--- src/rtl/mc_cpu_pkg.sv ---
// Shared types and instruction-field positions for the multi-cycle core.
// The 16-bit instruction format is fixed regardless of the datapath width.
package mc_cpu_pkg;

    localparam int INSTR_W   = 16;
    localparam int REG_IDX_W = 2;

    localparam int OP_HI   = 15;
    localparam int OP_LO   = 12;
    localparam int RI_HI   = 11;
    localparam int RI_LO   = 10;
    localparam int RJ_HI   = 9;
    localparam int RJ_LO   = 8;
    localparam int IMM_HI  = 7;
    localparam int IMM_LO  = 0;
    localparam int ADDR_HI = 9;
    localparam int ADDR_LO = 0;
    localparam int FN_HI   = 3;
    localparam int FN_LO   = 0;

    typedef enum logic [3:0] {
        OP_LOAD  = 4'h0,
        OP_STORE = 4'h1,
        OP_JUMP  = 4'h2,
        OP_BZ    = 4'h3,
        OP_HALT  = 4'h7,
        OP_RTYPE = 4'h8,
        OP_ADDI  = 4'hC,
        OP_SUBI  = 4'hD,
        OP_ANDI  = 4'hE,
        OP_ORI   = 4'hF
    } opcode_t;

    typedef enum logic [3:0] {
        FN_ADD = 4'h0,
        FN_SUB = 4'h1,
        FN_AND = 4'h2,
        FN_OR  = 4'h3,
        FN_NOT = 4'h4,
        FN_MOV = 4'h5,
        FN_NOP = 4'h6,
        FN_WND = 4'h7
    } func_t;

    typedef enum logic [1:0] {
        S_FETCH,
        S_EXEC,
        S_MEM,
        S_HALT
    } state_t;

endpackage

--- src/rtl/windowed_reg_file.sv ---
// Windowed register file: 2*NUM_WND physical registers, four visible per window,
// adjacent windows overlapping by two registers.
module windowed_reg_file
    import mc_cpu_pkg::*;
#(
    parameter int DATA_W  = 16,
    parameter int NUM_WND = 4
) (
    input  logic                       clk,
    input  logic                       rst,
    input  logic [$clog2(NUM_WND)-1:0] window,
    input  logic [REG_IDX_W-1:0]       ra_idx,
    input  logic [REG_IDX_W-1:0]       rb_idx,
    output logic [DATA_W-1:0]          ra_data,
    output logic [DATA_W-1:0]          rb_data,
    input  logic                       we,
    input  logic [REG_IDX_W-1:0]       wr_idx,
    input  logic [DATA_W-1:0]          wr_data
);

    localparam int NUM_PHYS = 2 * NUM_WND;
    localparam int PHYS_W   = $clog2(NUM_PHYS);

    logic [DATA_W-1:0] regs [NUM_PHYS];

    // Logical Rk of window w lives at physical (2w + k) mod 2*NUM_WND.
    function automatic logic [PHYS_W-1:0] to_phys(
        input logic [$clog2(NUM_WND)-1:0] w,
        input logic [REG_IDX_W-1:0]       k
    );
        int p;
        p = (2 * int'(w) + int'(k)) % NUM_PHYS;
        return PHYS_W'(p);
    endfunction

    assign ra_data = regs[to_phys(window, ra_idx)];
    assign rb_data = regs[to_phys(window, rb_idx)];

    // NOTE: this array is deliberately reset (the core must start from all-zero
    // registers), so it maps to flops, not a RAM macro that has no reset.
    // NOTE: sequential state is always assigned with <= so every flop samples
    // pre-edge values; = here would create order-dependent simulation races.
    always_ff @(posedge clk) begin
        if (rst) begin
            for (int i = 0; i < NUM_PHYS; i++) begin
                regs[i] <= '0;
            end
        end else if (we) begin
            regs[to_phys(window, wr_idx)] <= wr_data;
        end
    end

endmodule

--- src/rtl/mc_cpu_core.sv ---
// Multi-cycle 16-bit-ISA core: FETCH/EXEC/MEM sequencing over a single shared
// req/ready memory port, with register windows, HALT and illegal-opcode flag.
module mc_cpu_core
    import mc_cpu_pkg::*;
#(
    parameter int DATA_W   = 16,
    parameter int ADDR_W   = 10,
    parameter int NUM_WND  = 4,
    parameter int RESET_PC = 0
) (
    input  logic                       clk,
    input  logic                       rst,
    output logic                       mem_req,
    output logic                       mem_we,
    output logic [ADDR_W-1:0]          mem_addr,
    output logic [DATA_W-1:0]          mem_wdata,
    input  logic [DATA_W-1:0]          mem_rdata,
    input  logic                       mem_ready,
    output logic [ADDR_W-1:0]          pc,
    output logic [$clog2(NUM_WND)-1:0] window,
    output logic                       retire,
    output logic                       halted,
    output logic                       illegal
);

    localparam int WND_W = $clog2(NUM_WND);

    state_t               state, state_next;
    logic [ADDR_W-1:0]    pc_next;
    logic [INSTR_W-1:0]   ir, ir_next;
    logic [WND_W-1:0]     wnd_next;
    logic                 illegal_next;

    logic [3:0]           op;
    logic [3:0]           fn;
    logic [REG_IDX_W-1:0] ri, rj;
    logic [7:0]           imm8;
    logic [ADDR_W-1:0]    addr_ext;
    logic [DATA_W-1:0]    imm_ext;

    logic [DATA_W-1:0]    ri_data, rj_data;
    logic [DATA_W-1:0]    alu_res, wr_data;
    logic                 alu_we, wr_en;

    assign op       = ir[OP_HI:OP_LO];
    assign fn       = ir[FN_HI:FN_LO];
    assign ri       = ir[RI_HI:RI_LO];
    assign rj       = ir[RJ_HI:RJ_LO];
    assign imm8     = ir[IMM_HI:IMM_LO];
    assign addr_ext = ADDR_W'(ir[ADDR_HI:ADDR_LO]);
    assign imm_ext  = DATA_W'(imm8);
    assign halted   = (state == S_HALT);

    windowed_reg_file #(
        .DATA_W  (DATA_W),
        .NUM_WND (NUM_WND)
    ) u_rf (
        .clk     (clk),
        .rst     (rst),
        .window  (window),
        .ra_idx  (ri),
        .rb_idx  (rj),
        .ra_data (ri_data),
        .rb_data (rj_data),
        .we      (wr_en),
        .wr_idx  (ri),
        .wr_data (wr_data)
    );

    // NOTE: every always_comb output gets a default before any branch; a path
    // that leaves one unassigned would infer a latch.
    always_comb begin
        alu_res = ri_data;
        alu_we  = 1'b0;
        case (op)
            OP_RTYPE: begin
                alu_we = 1'b1;
                case (fn)
                    FN_ADD:  alu_res = ri_data + rj_data;
                    FN_SUB:  alu_res = ri_data - rj_data;
                    FN_AND:  alu_res = ri_data & rj_data;
                    FN_OR:   alu_res = ri_data | rj_data;
                    FN_NOT:  alu_res = ~rj_data;
                    FN_MOV:  alu_res = rj_data;
                    default: alu_we  = 1'b0;
                endcase
            end
            OP_ADDI: begin alu_res = ri_data + imm_ext; alu_we = 1'b1; end
            OP_SUBI: begin alu_res = ri_data - imm_ext; alu_we = 1'b1; end
            OP_ANDI: begin alu_res = ri_data & imm_ext; alu_we = 1'b1; end
            OP_ORI:  begin alu_res = ri_data | imm_ext; alu_we = 1'b1; end
            default: ;
        endcase
    end

    always_comb begin
        state_next   = state;
        pc_next      = pc;
        ir_next      = ir;
        wnd_next     = window;
        illegal_next = illegal;
        mem_req      = 1'b0;
        mem_we       = 1'b0;
        mem_addr     = pc;
        mem_wdata    = ri_data;
        retire       = 1'b0;
        wr_en        = 1'b0;
        wr_data      = alu_res;

        case (state)
            S_FETCH: begin
                mem_req = 1'b1;
                if (mem_ready) begin
                    ir_next    = mem_rdata[INSTR_W-1:0];
                    pc_next    = pc + ADDR_W'(1);
                    state_next = S_EXEC;
                end
            end
            S_EXEC: begin
                retire     = 1'b1;
                state_next = S_FETCH;
                case (op)
                    OP_LOAD, OP_STORE: begin
                        retire     = 1'b0;
                        state_next = S_MEM;
                    end
                    OP_HALT: begin
                        retire     = 1'b0;
                        state_next = S_HALT;
                    end
                    OP_JUMP: pc_next = addr_ext;
                    // pc already points past the branch, so its page bits are reused.
                    OP_BZ: begin
                        if (ri_data == '0) begin
                            pc_next = {pc[ADDR_W-1:8], imm8};
                        end
                    end
                    OP_RTYPE: begin
                        wr_en = alu_we;
                        if (fn == FN_WND) begin
                            wnd_next = (window == WND_W'(NUM_WND - 1)) ? '0 : window + WND_W'(1);
                        end
                    end
                    OP_ADDI, OP_SUBI, OP_ANDI, OP_ORI: wr_en = 1'b1;
                    default: illegal_next = 1'b1;
                endcase
            end
            S_MEM: begin
                mem_req  = 1'b1;
                mem_we   = (op == OP_STORE);
                mem_addr = addr_ext;
                if (mem_ready) begin
                    retire     = 1'b1;
                    wr_en      = (op == OP_LOAD);
                    wr_data    = mem_rdata;
                    state_next = S_FETCH;
                end
            end
            S_HALT: ;
            default: state_next = S_FETCH;
        endcase

        // A cycle under reset must not start a transfer or report a retirement.
        if (rst) begin
            mem_req = 1'b0;
            mem_we  = 1'b0;
            retire  = 1'b0;
            wr_en   = 1'b0;
        end
    end

    always_ff @(posedge clk) begin
        if (rst) begin
            state   <= S_FETCH;
            pc      <= ADDR_W'(RESET_PC);
            ir      <= '0;
            window  <= '0;
            illegal <= 1'b0;
        end else begin
            state   <= state_next;
            pc      <= pc_next;
            ir      <= ir_next;
            window  <= wnd_next;
            illegal <= illegal_next;
        end
    end

endmodule

--- config.mk ---
export PLATFORM = sky130hd
export DESIGN_NAME = mc_cpu_core
export DESIGN_NICKNAME = d
export VERILOG_FILES = /design/src/rtl/mc_cpu_pkg.sv /design/src/rtl/windowed_reg_file.sv /design/src/rtl/mc_cpu_core.sv
export SDC_FILE = /design/constraint.sdc
export NUM_CORES = 1
export LEC_CHECK = 0
export BUFFER_PORTS_ARGS = -buffer_cell sky130_fd_sc_hd__buf_2
export CAP_MARGIN = 20
export CELL_PAD_IN_SITES_DETAIL_PLACEMENT = 0
export CELL_PAD_IN_SITES_GLOBAL_PLACEMENT = 1
export CORE_UTILIZATION = 45
export CTS_BUF_LIST = sky130_fd_sc_hd__clkbuf_2 sky130_fd_sc_hd__clkbuf_4 sky130_fd_sc_hd__clkbuf_8
export DETAILED_ROUTE_END_ITERATION = 10
export PLACE_DENSITY_LB_ADDON = 0.1
export SETUP_SLACK_MARGIN = 0.2
export SYNTH_ARGS = -nofsm -noshare
export SYNTH_HDL_FRONTEND = slang
export SYNTH_SLANG_ARGS = --single-unit
export TNS_END_PERCENT = 1
--- constraint.sdc ---
create_clock -name clk -period 4.9 [get_ports clk]
set_input_delay 0.49 -clock clk [delete_from_list [all_inputs] [get_ports clk]]
set_output_delay 0.49 -clock clk [all_outputs]
set_load 0.005 [all_outputs]
==> impl_metrics.tcl, run 1 <==
set metrics [dict create \
    clock_sinks 159 \
    powerDensity_mw_per_mm2 295.3 \
    place_congestion 0.9521 \
    grtUsageTotal_pct 31.26 \
    yosys.area_share.adder_pct 5.620 \
    synth_xor_area_share_pct 3.542 \
    wl_mm 41.97 \
    hpwl_mm 30.26 \
    yosys.area_share.simple_pct 18.37 \
    fmax_ghz 0.2124 \
    drt-initial-drc-count 1136 \
    root_buffer "clkbuf_8" \
    post_drt_wl_per_cell_um 24.34 \
    cts_buffers 17 \
    drc 0 \
    fin_cells 1724 \
    syn_nets 1304 \
    dieArea_sq_mm 0.02647 \
    start_kind "flip-flop" \
    io-pin-count 62 \
    cp_max_fo 8 \
    hold_violations 0 \
    ctsHoldBuffers 0 \
    clk_pin_slew_ns 0.11 \
    drv_slew 0 \
    final_util_pct 55.60 \
    grt_pass1_wl_mm 60.51 \
    hold_path_class "in -> reg" \
    synth_cell_types 71 \
    finalSetupViolCount 0 \
    worstSetupPathType "reg -> reg" \
    chipWidth_um 162.7 \
    clock_path_buffers 2 \
    cts_tree "done" \
    row_count 58 \
    p_leak_nw 5.273 \
    dpl.cell_count 1676 \
    antenna_left 0 \
    core-area_sq_mm 0.02525 \
    maxSlewHeadroom_pct 25.97 \
    clock_skew_ns 0.03137 \
    power_mw 4.146 \
    status "finished, final reports clean" \
    grt_max_degree 43 \
    drive_gt1_share_pct 26.11 \
    antenna_found_initial 0 \
    antennaDiodeCount 0 \
    portBuffers 61 \
    grt_pass1_vias 9853 \
    synth_top_family_by_area "simple AND/OR/NAND/NOR gates" \
    ys_ff_latch 159 \
    drtPass1Iterations 5 \
    areaGrowthSynthToFinish_pct 20.83 \
    yosysWarnings 0 \
    peakVddDrop_mv 0.2021 \
    async_reset_ff_share_pct 0 \
    required_ns 5.10 \
    clock_latency_ns 0.48 \
    syn_area_sq_mm 0.01162 \
    cp.arrival_ns 4.91 \
    synth_compound_area_share_pct 16.02 \
    end_kind "flip-flop" \
    dr_total_vias 10630 \
    cts_max_level 4 \
    ys.flop_type "edfxtp_1" \
    die_h_um 162.7 \
    nets 1451 \
    tightest_slew_ns 1.099 \
    synth_edf_count 128 \
    grt_overflow 0 \
    maxCapViolations 0 \
    final.setup.tns_ns 0 \
    start_util_pct 46.02 \
    syn_area_per_cell_sq_um 9.417 \
    period_needed_ns 4.708 \
    vias_per_cell 6.164 \
    finalCritPeriodShare_pct 96.09 \
    grt_setup_unrepaired "true" \
    synthMuxAreaShare_pct 14.46 \
    synth_seq_area_share_pct 38.42 \
    syn-instance-count 1234 \
]
[power by group]
part | internal (mW) | switching [mW] | total, mW
Sequential | 1.50 | 0.0541 | 1.56
Combinational | 0.657 | 0.891 | 1.55
Clock | 0.388 | 0.652 | 1.04
[flip-flops by register name, indices dropped and copies added, names as in the netlist]
signal,flops
u_rf.regs,128
ir,16
pc,10
state,2
window,2
illegal,1
[critical path: stages (launching register included)]
cell,delay [ns]
dfxtp_4,0.38
ha_4,0.38
clkbuf_16,0.19
buf_4,0.13
mux4_2,0.30
mux2i_2,0.51
buf_4,0.25
xor2_1,0.23
ha_1,0.32
nand2_2,0.11
nor2_1,0.05
a311o_1,0.36
or3_1,0.32
a31oi_1,0.21
xnor2_1,0.08
a221oi_1,0.26
o21a_2,0.27
nor3_1,0.09
[final cells by class]
type	instances	area [sq um]
timing repair buffer	199	1470
clock inverter	15	163.9
tap	330	412.9
inverter	29	108.9
clock buffer	17	234.0
fill	2351	11210
sequential	159	4477
multi-input combinational	975	7176
[cell usage after synthesis, types with 29 or more instances]
cell type	n	share of area, %
ha_1	49	5.3
clkbuf_1	43	1.4
nor2_1	182	5.9
mux4_2	46	8.9
edfxtp_1	128	33
a21oi_1	99	4.3
inv_1	29	0.94
nand2_1	131	4.2
mux2i_1	52	4.5
o21ai_0	62	2.7
nor3_1	49	2.1
dfxtp_1	31	5.3
[per-layer routing]
layer	up-vias	wire length [um]	GRT usage, %
met4	0	1654	13.59
met3	90	2880	4.125
met2	467	20210	52.28
li1	4887	-	-
met5	-	0	0
met1	5182	17230	40.47
[cell families (layout without fill, tap and decap cells)]
kind of cell / after synthesis / count (layout)
buf+inv: 100 / 260
simple gates: 474 / 474
flops: 159 / 159
mux: 109 / 109
compound gates: 297 / 297
xor+xnor: 44 / 44
fa+ha+maj: 51 / 51
[what timing repair did]
item	in CTS	in global routing
gates resized for setup	14	69
pin swaps	3	31
cloned	1	2
setup endpoints to repair	40	78
buffers inserted	3	10
hold endpoints to repair	0	0
[path summary, 6_finish.rpt]
path	from	to	slack, ns	cells past startpoint
max	window[0]$_SDFFE_PP0P_	u_rf.regs[6][14]$_SDFFCE_PN0P_	0.19	17
min	mem_rdata[7]	ir[7]$_SDFFE_PP0P_	0.28	3
max reg2reg	window[0]$_SDFFE_PP0P_	u_rf.regs[6][14]$_SDFFCE_PN0P_	0.19	17
min reg2reg	ir[10]$_SDFFE_PP0P_	ir[10]$_SDFFE_PP0P_	0.50	2
[stage by stage]
stage | hold slack [ns] | area [sq um] | setup slack, ns
after detailed placement | 0.4564 | 13060 | 0.02048
after global routing | 0.2702 | 14040 | 0.02900
final | 0.2779 | 14040 | 0.1915
after CTS | 0.2499 | 13580 | 0.1512
after floorplan | 0.4400 | 11700 | 0.1844
after global placement | 0.4494 | 13060 | 0.008554
[placed cells by master (no fill, tap or decap), types with 10 or more instances in the layout]
cell type and count:
nor2_1 181, nand2_1 128, edfxtp_1 128, buf_4 127, a21oi_1 93, buf_2 61, o21ai_0 58, mux4_2 46
mux2i_1 45, ha_1 45, nor3_1 34, inv_1 29, nand3_1 27, dfxtp_1 25, xnor2_1 21, nand2b_1 19
xor2_1 19, nor2b_1 18, a221oi_1 17, clkbuf_8 17, o31ai_1 13, mux2_2 11, o22ai_1 11, nor3_2 11
or3_1 10, o21ai_1 10
(Power assumes the default switching activity.)
==> inputs of run 2 (changes only) <==
--- a/config.mk
+++ b/config.mk
@@ -5,11 +5,12 @@
 export SDC_FILE = /design/constraint.sdc
 export NUM_CORES = 1
 export LEC_CHECK = 0
+export ABC_AREA = 1
 export BUFFER_PORTS_ARGS = -buffer_cell sky130_fd_sc_hd__buf_2
 export CAP_MARGIN = 20
 export CELL_PAD_IN_SITES_DETAIL_PLACEMENT = 0
 export CELL_PAD_IN_SITES_GLOBAL_PLACEMENT = 1
-export CORE_UTILIZATION = 45
+export CORE_UTILIZATION = 43
 export CTS_BUF_LIST = sky130_fd_sc_hd__clkbuf_2 sky130_fd_sc_hd__clkbuf_4 sky130_fd_sc_hd__clkbuf_8
 export DETAILED_ROUTE_END_ITERATION = 10
 export PLACE_DENSITY_LB_ADDON = 0.1
==> run 2 against run 1 <==
Combinational power is 35% higher. Power grew 15%. Worst hold slack got worse by 0.013 ns. Critical endpoint is now u_rf.regs[0][12]$_SDFFCE_PN0P_. Global-route usage rose by 0.86 points. Flip-flop and latch count stayed put. Fmax is 4.6% higher. Worst setup slack improved by 0.21 ns.
==> impl_metrics.tcl, run 2 <==
set metrics [dict create \
    status "finished, final reports clean" \
    ys_ff_latch 159 \
    grt_util_met1_pct 46.02 \
    hold_path_class "in -> reg" \
    powerDensity_mw_per_mm2 352.3 \
    areaGrowthSynthToFinish_pct 12.53 \
    tightest_slew_ns 0.9285 \
    grtUsageTotal_pct 32.12 \
    grt_setup_unrepaired "true" \
    p_int_mw 2.602 \
    cts_max_level 4 \
    preCtsSetupSlack_ns 0.1549 \
    grt_pass1_vias 11110 \
    row_count 60 \
    syn-instance-count 1646 \
    drive_gt1_share_pct 14.94 \
    io-pin-count 62 \
    post_drt_wl_per_cell_um 21.59 \
    portBuffers 61 \
    drc 0 \
    maxCapViolations 0 \
    nFillCells 2866 \
    final_common_cell "nand2_1" \
    fmax_ghz 0.2222 \
    peakVddDrop_mv 0.2030 \
    hold_violations 0 \
    synth.area.top_cells "edfxtp_1 (32%), nand2_1 (11%), nor2_1 (6.8%), inv_1 (6.7%), nand3_1 (5.3%)" \
    async_reset_ff_share_pct 0 \
    final_cell_mix "nand2_1 (356), nor2_1 (215), inv_1 (212)" \
    clock_skew_ns 0.03097 \
    grt-busiest-layer "met2" \
    power_frac_comb_pct 43.9 \
    dieArea_sq_mm 0.02855 \
    rrSetupSlack_ns 0.40 \
    finalWorstSetupSlack_ns 0.3994 \
    start_kind "flip-flop" \
    place_congestion 0.9448 \
    nets 1797 \
    regMostFlops "u_rf.regs" \
    largest_reg_flops 128 \
    syn_area_per_cell_sq_um 7.284 \
    final.setup.tns_ns 0 \
    path_cells "buf_12 -> nand2_1 -> nand3_1 -> nand3_1 -> nand2_1 -> ha_1 -> nand3_1 -> o31ai_2 -> nand2_1 -> xor2_1 -> ha_1 -> nand2_1 -> o21ai_0 -> a21oi_2 -> o21a_1 -> or2_2 -> nand3_1 -> nand2_1 -> nand2_1 -> nand4_1 -> nand2_1 -> nor2_1" \
    cp_max_fo 55 \
    root_buffer "clkbuf_8" \
    cts_buffers 17 \
    cts_setup_buffers 0 \
    cp.arrival_ns 4.74 \
    syn_area_sq_mm 0.01199 \
    ys.flop_type "edfxtp_1" \
    synth_cell_types 57 \
    max_stage_delay_ns 0.50 \
    finalCritPeriodShare_pct 91.85 \
    grt_pass1_wl_mm 67.76 \
    swShare_pct 45.25 \
    syn_nets 1716 \
    drtPass1Iterations 7 \
    worstSetupPathType "reg -> reg" \
    yosysTopAreaCellShare_pct 32.06 \
    power_frac_clock_pct 22.7 \
    clock_path_buffers 2 \
    clock_sinks 159 \
    yosysMostFrequentCell "nand2_1" \
    start_util_pct 44.12 \
    clk_pin_slew_ns 0.12 \
    grt_use_met2_pct 48.92 \
    yosysTopAreaCell "edfxtp_1" \
    end_kind "flip-flop" \
    cp_common_cell "nand2_1" \
    synth_seq_area_share_pct 37.24 \
    yosysWarnings 0 \
    multiInputGateArea_sq_mm 0.006397 \
    core-area_sq_mm 0.02718 \
    finalSetupViolCount 0 \
    chipWidth_um 169.0 \
    grt_overflow 0 \
    p_leak_nw 5.937 \
    synth_edf_count 128 \
    critPathSlowestCell "dfxtp_2" \
    hpwl_mm 32.23 \
    maxSlewHeadroom_pct 37.95 \
    largestRegisters "u_rf.regs (128), ir (16), pc (10)" \
    vias_per_cell 5.677 \
    register_area_sq_mm 0.004471 \
    die_h_um 169.0 \
    required_ns 5.14 \
    grt_max_degree 56 \
    path_buf_inv 1 \
    power_mw 4.753 \
    dr_total_vias 12000 \
    wl_mm 45.62 \
    antenna_left 0 \
    drt-initial-drc-count 1471 \
    crit_family "simple AND/OR/NAND/NOR gates" \
    drv_slew 0 \
    switchingPower_mw 2.151 \
    period_needed_ns 4.501 \
    p_seq_share_pct 33.4 \
    antenna_found_initial 0 \
    clock_latency_ns 0.49 \
    grt_use_met3_pct 6.289 \
    cts_tree "done" \
    synthTopCellsByCount "nand2_1 (361), nor2_1 (217), inv_1 (215)" \
]
==> run 2: cell types whose count changed in the layout (fill, tap and decap cells not counted), sizes merged, moves of 40 or more <==
| cell | before | now |
|---|---|---|
| nand3 | 28 | 140 |
| buf | 196 | 126 |
| nor2 | 182 | 229 |
| o22ai | 11 | 64 |
| nor3 | 49 | 9 |
| mux4 | 46 | 0 |
| inv | 37 | 232 |
| nand2 | 131 | 382 |
| o21ai | 71 | 123 |
| mux2i | 52 | 0 |
==> run 2: power by group through the flow <==
stage                     Sequential, mW  Combinational (mW)  Clock [mW]
after floorplan                     1.59                1.36           0
after global placement              1.62                2.02           0
after detailed placement            1.62                2.01           0
after CTS                           1.59                2.02        1.08
after global routing                1.60                2.30        1.13
final                               1.59                2.09        1.08
==> run 2: worst register-to-register path, stage by stage, from the launching register on <==
cell and delay [ns]:
dfxtp_2 0.50, buf_12 0.31, nand2_1 0.13, nand3_1 0.13, nand3_1 0.09, nand2_1 0.18
ha_1 0.21, nand3_1 0.16, o31ai_2 0.29, nand2_1 0.15, xor2_1 0.17, ha_1 0.35
nand2_1 0.08, o21ai_0 0.30, a21oi_2 0.07, o21a_1 0.19, or2_2 0.27, nand3_1 0.10
nand2_1 0.06, nand2_1 0.05, nand4_1 0.08, nand2_1 0.31, nor2_1 0.08
==> run 2: repair_timing <==
item,CTS,global route
hold buffers,0,0
cloned,0,1
resized for setup,1,29
setup endpoints to repair,16,76
==> run 2: cell families (layout without fill, tap and decap cells) <==
logic type	after synthesis	after routing	synth area share, %
simple gates	800	800	29.91
compound gates	319	319	15.35
buf+inv	290	384	9.956
flops	159	159	37.24
fa+ha+maj	51	51	5.448
xor+xnor	27	27	2.098
other cells	0	1	0
==> run 2: worst paths after layout <==
kind,from,endpoint,cells after the start
setup / recovery,ir[8]$_SDFFE_PP0P_,u_rf.regs[0][12]$_SDFFCE_PN0P_,22
hold / removal,rst,pc[8]$_SDFFE_PP0P_,2
setup reg to reg,ir[8]$_SDFFE_PP0P_,u_rf.regs[0][12]$_SDFFCE_PN0P_,22
hold reg to reg,illegal$_SDFFE_PP0P_,illegal$_SDFFE_PP0P_,2
==> run 2: layer usage <==
| layer | vias to the layer above | share of wire, % |
|---|---|---|
| li1 | 5675 | - |
| met1 | 5612 | 44 |
| met2 | 628 | 44 |
| met3 | 80 | 9.9 |
| met4 | 0 | 2.6 |
| met5 | - | 0 |
==> run 2: stage by stage <==
stage               hold WS (ns)  std cells  util (%)  instance area (sq um)
floorplan                 0.4405       1646         -                  11990
global placement          0.4405       2079     47.65                  12950
detailed placement        0.4451       2079     47.65                  12950
CTS                       0.2487       2111     49.24                  13380
global route              0.2665       2112     49.64                  13490
finish                    0.2653       2113     49.65                  13490
==> run 2: cell type report <==
class / count / share of cell area [%]
diodes: 1 / 0.01855
clock buffers: 17 / 1.734
clock inverters: 15 / 1.456
inverters: 225 / 6.297
multi-input cells: 1197 / 47.42
flip-flops and latches: 159 / 33.14
well taps: 372 / 3.450
repair buffers: 127 / 6.492
==> inputs of run 3 (changes only) <==
--- a/config.mk
+++ b/config.mk
@@ -6,13 +6,13 @@
 export NUM_CORES = 1
 export LEC_CHECK = 0
 export ABC_AREA = 1
-export BUFFER_PORTS_ARGS = -buffer_cell sky130_fd_sc_hd__buf_2
 export CAP_MARGIN = 20
 export CELL_PAD_IN_SITES_DETAIL_PLACEMENT = 0
 export CELL_PAD_IN_SITES_GLOBAL_PLACEMENT = 1
-export CORE_UTILIZATION = 43
+export CORE_UTILIZATION = 45
 export CTS_BUF_LIST = sky130_fd_sc_hd__clkbuf_2 sky130_fd_sc_hd__clkbuf_4 sky130_fd_sc_hd__clkbuf_8
 export DETAILED_ROUTE_END_ITERATION = 10
+export DONT_BUFFER_PORTS = 1
 export PLACE_DENSITY_LB_ADDON = 0.1
 export SETUP_SLACK_MARGIN = 0.2
 export SYNTH_ARGS = -nofsm -noshare
==> run 3 against run 2 <==
The run now ends with design-rule violations left. Wire length is 2.3% lower. Worst hold slack worse by 0.20 ns. First-iteration DRC count decreased by 23%. Register-to-register slack gained 0.06 ns. Critical path depth increased by 1. Sequential power barely moved. Critical path type unchanged. Highest routed layer unchanged.
==> impl_metrics.tcl, run 3 (synthesis gave the netlist of run 2 again) <==
set metrics [dict create \
    status "finished, violations left" \
    violations "design-rule violations" \
    grt_overflow 0 \
    place_congestion 0.9288 \
    grt_setup_unrepaired "false" \
    end_kind "flip-flop" \
    nFillCells 2649 \
    vias_per_cell 5.763 \
    drv_slew 0 \
    stdcell_area_sq_mm 0.01321 \
    antenna_found_initial 0 \
    cts_buffers 17 \
    worstSetupPathType "reg -> reg" \
    period_needed_ns 4.442 \
    power_mw 4.678 \
    p_leak_nw 5.697 \
    drtPass1Iterations 8 \
    dr_total_vias 11690 \
    grt-busiest-layer "met2" \
    required_ns 5.12 \
    register_area_sq_mm 0.004469 \
    grt_use_met3_pct 6.918 \
    clock_sinks 159 \
    grtUsageTotal_pct 33.10 \
    nets 1750 \
    final.setup.tns_ns 0 \
    hpwl_mm 32.38 \
    final_common_cell "nand2_1" \
    powerDensity_mw_per_mm2 354.2 \
    die_h_um 165.2 \
    dieArea_sq_mm 0.02730 \
    cp.arrival_ns 4.66 \
    portBuffers 0 \
    root_buffer "clkbuf_8" \
    antennaDiodeCount 0 \
    dpl-instance-area_sq_mm 0.01265 \
    hold_violations 0 \
    tightest_slew_ns 0.9581 \
    maxSlewHeadroom_pct 35.70 \
    finalCritPeriodShare_pct 90.65 \
    final_util_pct 50.54 \
    ctsHoldBuffers 0 \
    clock_skew_ns 0.02271 \
    grt_use_met2_pct 49.64 \
    cts_max_level 4 \
    regMostFlops "u_rf.regs" \
    grt_max_degree 38 \
    maxCapViolations 0 \
    multiInputGateArea_sq_mm 0.006416 \
    clock_path_buffers 2 \
    cts_tree "done" \
    peakVddDrop_mv 0.1789 \
    grt_pass1_vias 10750 \
    chipWidth_um 165.2 \
    grt_util_met1_pct 47.68 \
    start_kind "flip-flop" \
    clock_latency_ns 0.48 \
    drt-initial-drc-count 1129 \
    final_cell_mix "nand2_1 (358), nor2_1 (216), inv_1 (213)" \
    wl_mm 44.57 \
    finalSetupViolCount 0 \
    areaGrowthSynthToFinish_pct 10.15 \
    largest_reg_flops 128 \
    drc 2 \
    drive_gt1_share_pct 12.46 \
    core-area_sq_mm 0.02613 \
    io-pin-count 62 \
    start_util_pct 45.88 \
    hold_path_class "in -> reg" \
    clk_pin_slew_ns 0.11 \
    row_count 59 \
    largestRegisters "u_rf.regs (128), ir (16), pc (10)" \
    antenna_left 0 \
    post_drt_wl_per_cell_um 21.98 \
    fmax_ghz 0.2251 \
    grt_pass1_wl_mm 65.77 \
    cp_max_fo 17 \
]
[run 3: report_power, final]
part           leakage [nW]  internal, mW  switching [mW]  total [mW]
combinational          3.92         0.645            1.40        2.04
sequential             1.58          1.52          0.0722        1.59
clock                 0.201         0.397           0.644        1.04
total                  5.70          2.56            2.12        4.68
[run 3: layout make-up]
class | count | share of cell area [%]
Multi-Input combinational cell | 1197 | 48.58
Sequential cell | 159 | 33.84
Inverter | 225 | 6.414
Timing Repair Buffer | 80 | 4.860
Tap cell | 335 | 3.174
Clock buffer | 17 | 1.772
Clock inverter | 15 | 1.355
[run 3: metal layers]
layer | wire (um) | vias up
met1 | 20380 | 5497
met5 | 0 | -
met4 | 1052 | 0
met2 | 19200 | 545
li1 | - | 5573
met3 | 3940 | 73
[run 3: path summary, 6_finish.rpt]
check | startpoint | depth (start not counted) | endpoint | slack (ns)
setup / recovery | ir[8]$_SDFFE_PP0P_ | 23 | u_rf.regs[4][14]$_SDFFCE_PN0P_ | 0.46
hold / removal | rst | 1 | pc[4]$_SDFFE_PP0P_ | 0.07
setup reg to reg | ir[8]$_SDFFE_PP0P_ | 23 | u_rf.regs[4][14]$_SDFFCE_PN0P_ | 0.46
hold reg to reg | illegal$_SDFFE_PP0P_ | 2 | illegal$_SDFFE_PP0P_ | 0.48
[run 3: critical path: stages, from the launching register on]
cell and delay [ns]:
dfxtp_2 0.51, buf_4 0.30, buf_4 0.24, nand2_1 0.07
nand3_1 0.09, nand3_1 0.08, nand2_1 0.23, nand2_1 0.11
nor2_1 0.11, nand2_1 0.15, o21ai_1 0.25, o21ai_0 0.14
xor2_1 0.16, ha_1 0.36, a21oi_1 0.21, o31ai_1 0.10
a21oi_1 0.14, nand2_1 0.08, o21ai_0 0.25, nand3_1 0.12
o211ai_1 0.10, nand3b_1 0.14, nand2_2 0.18, nor2_1 0.07
[run 3: stage by stage]
stage	instances	setup WS (ns)	hold WS (ns)
finish	2028	0.4580	0.06673
global route	2028	0.2055	0.03774
CTS	2023	0.2190	0.05216
detailed placement	1991	0.1998	0.4604
global placement	1991	0.2282	0.4562
floorplan	1646	0.6835	0.4405
[run 3: what timing repair did]
item,in CTS,in global routing
setup endpoints to repair,8,72
endpoints found under the hold margin,0,0
pin swaps,0,5
resized for setup,1,24
buffers inserted,0,5
cloned,0,0
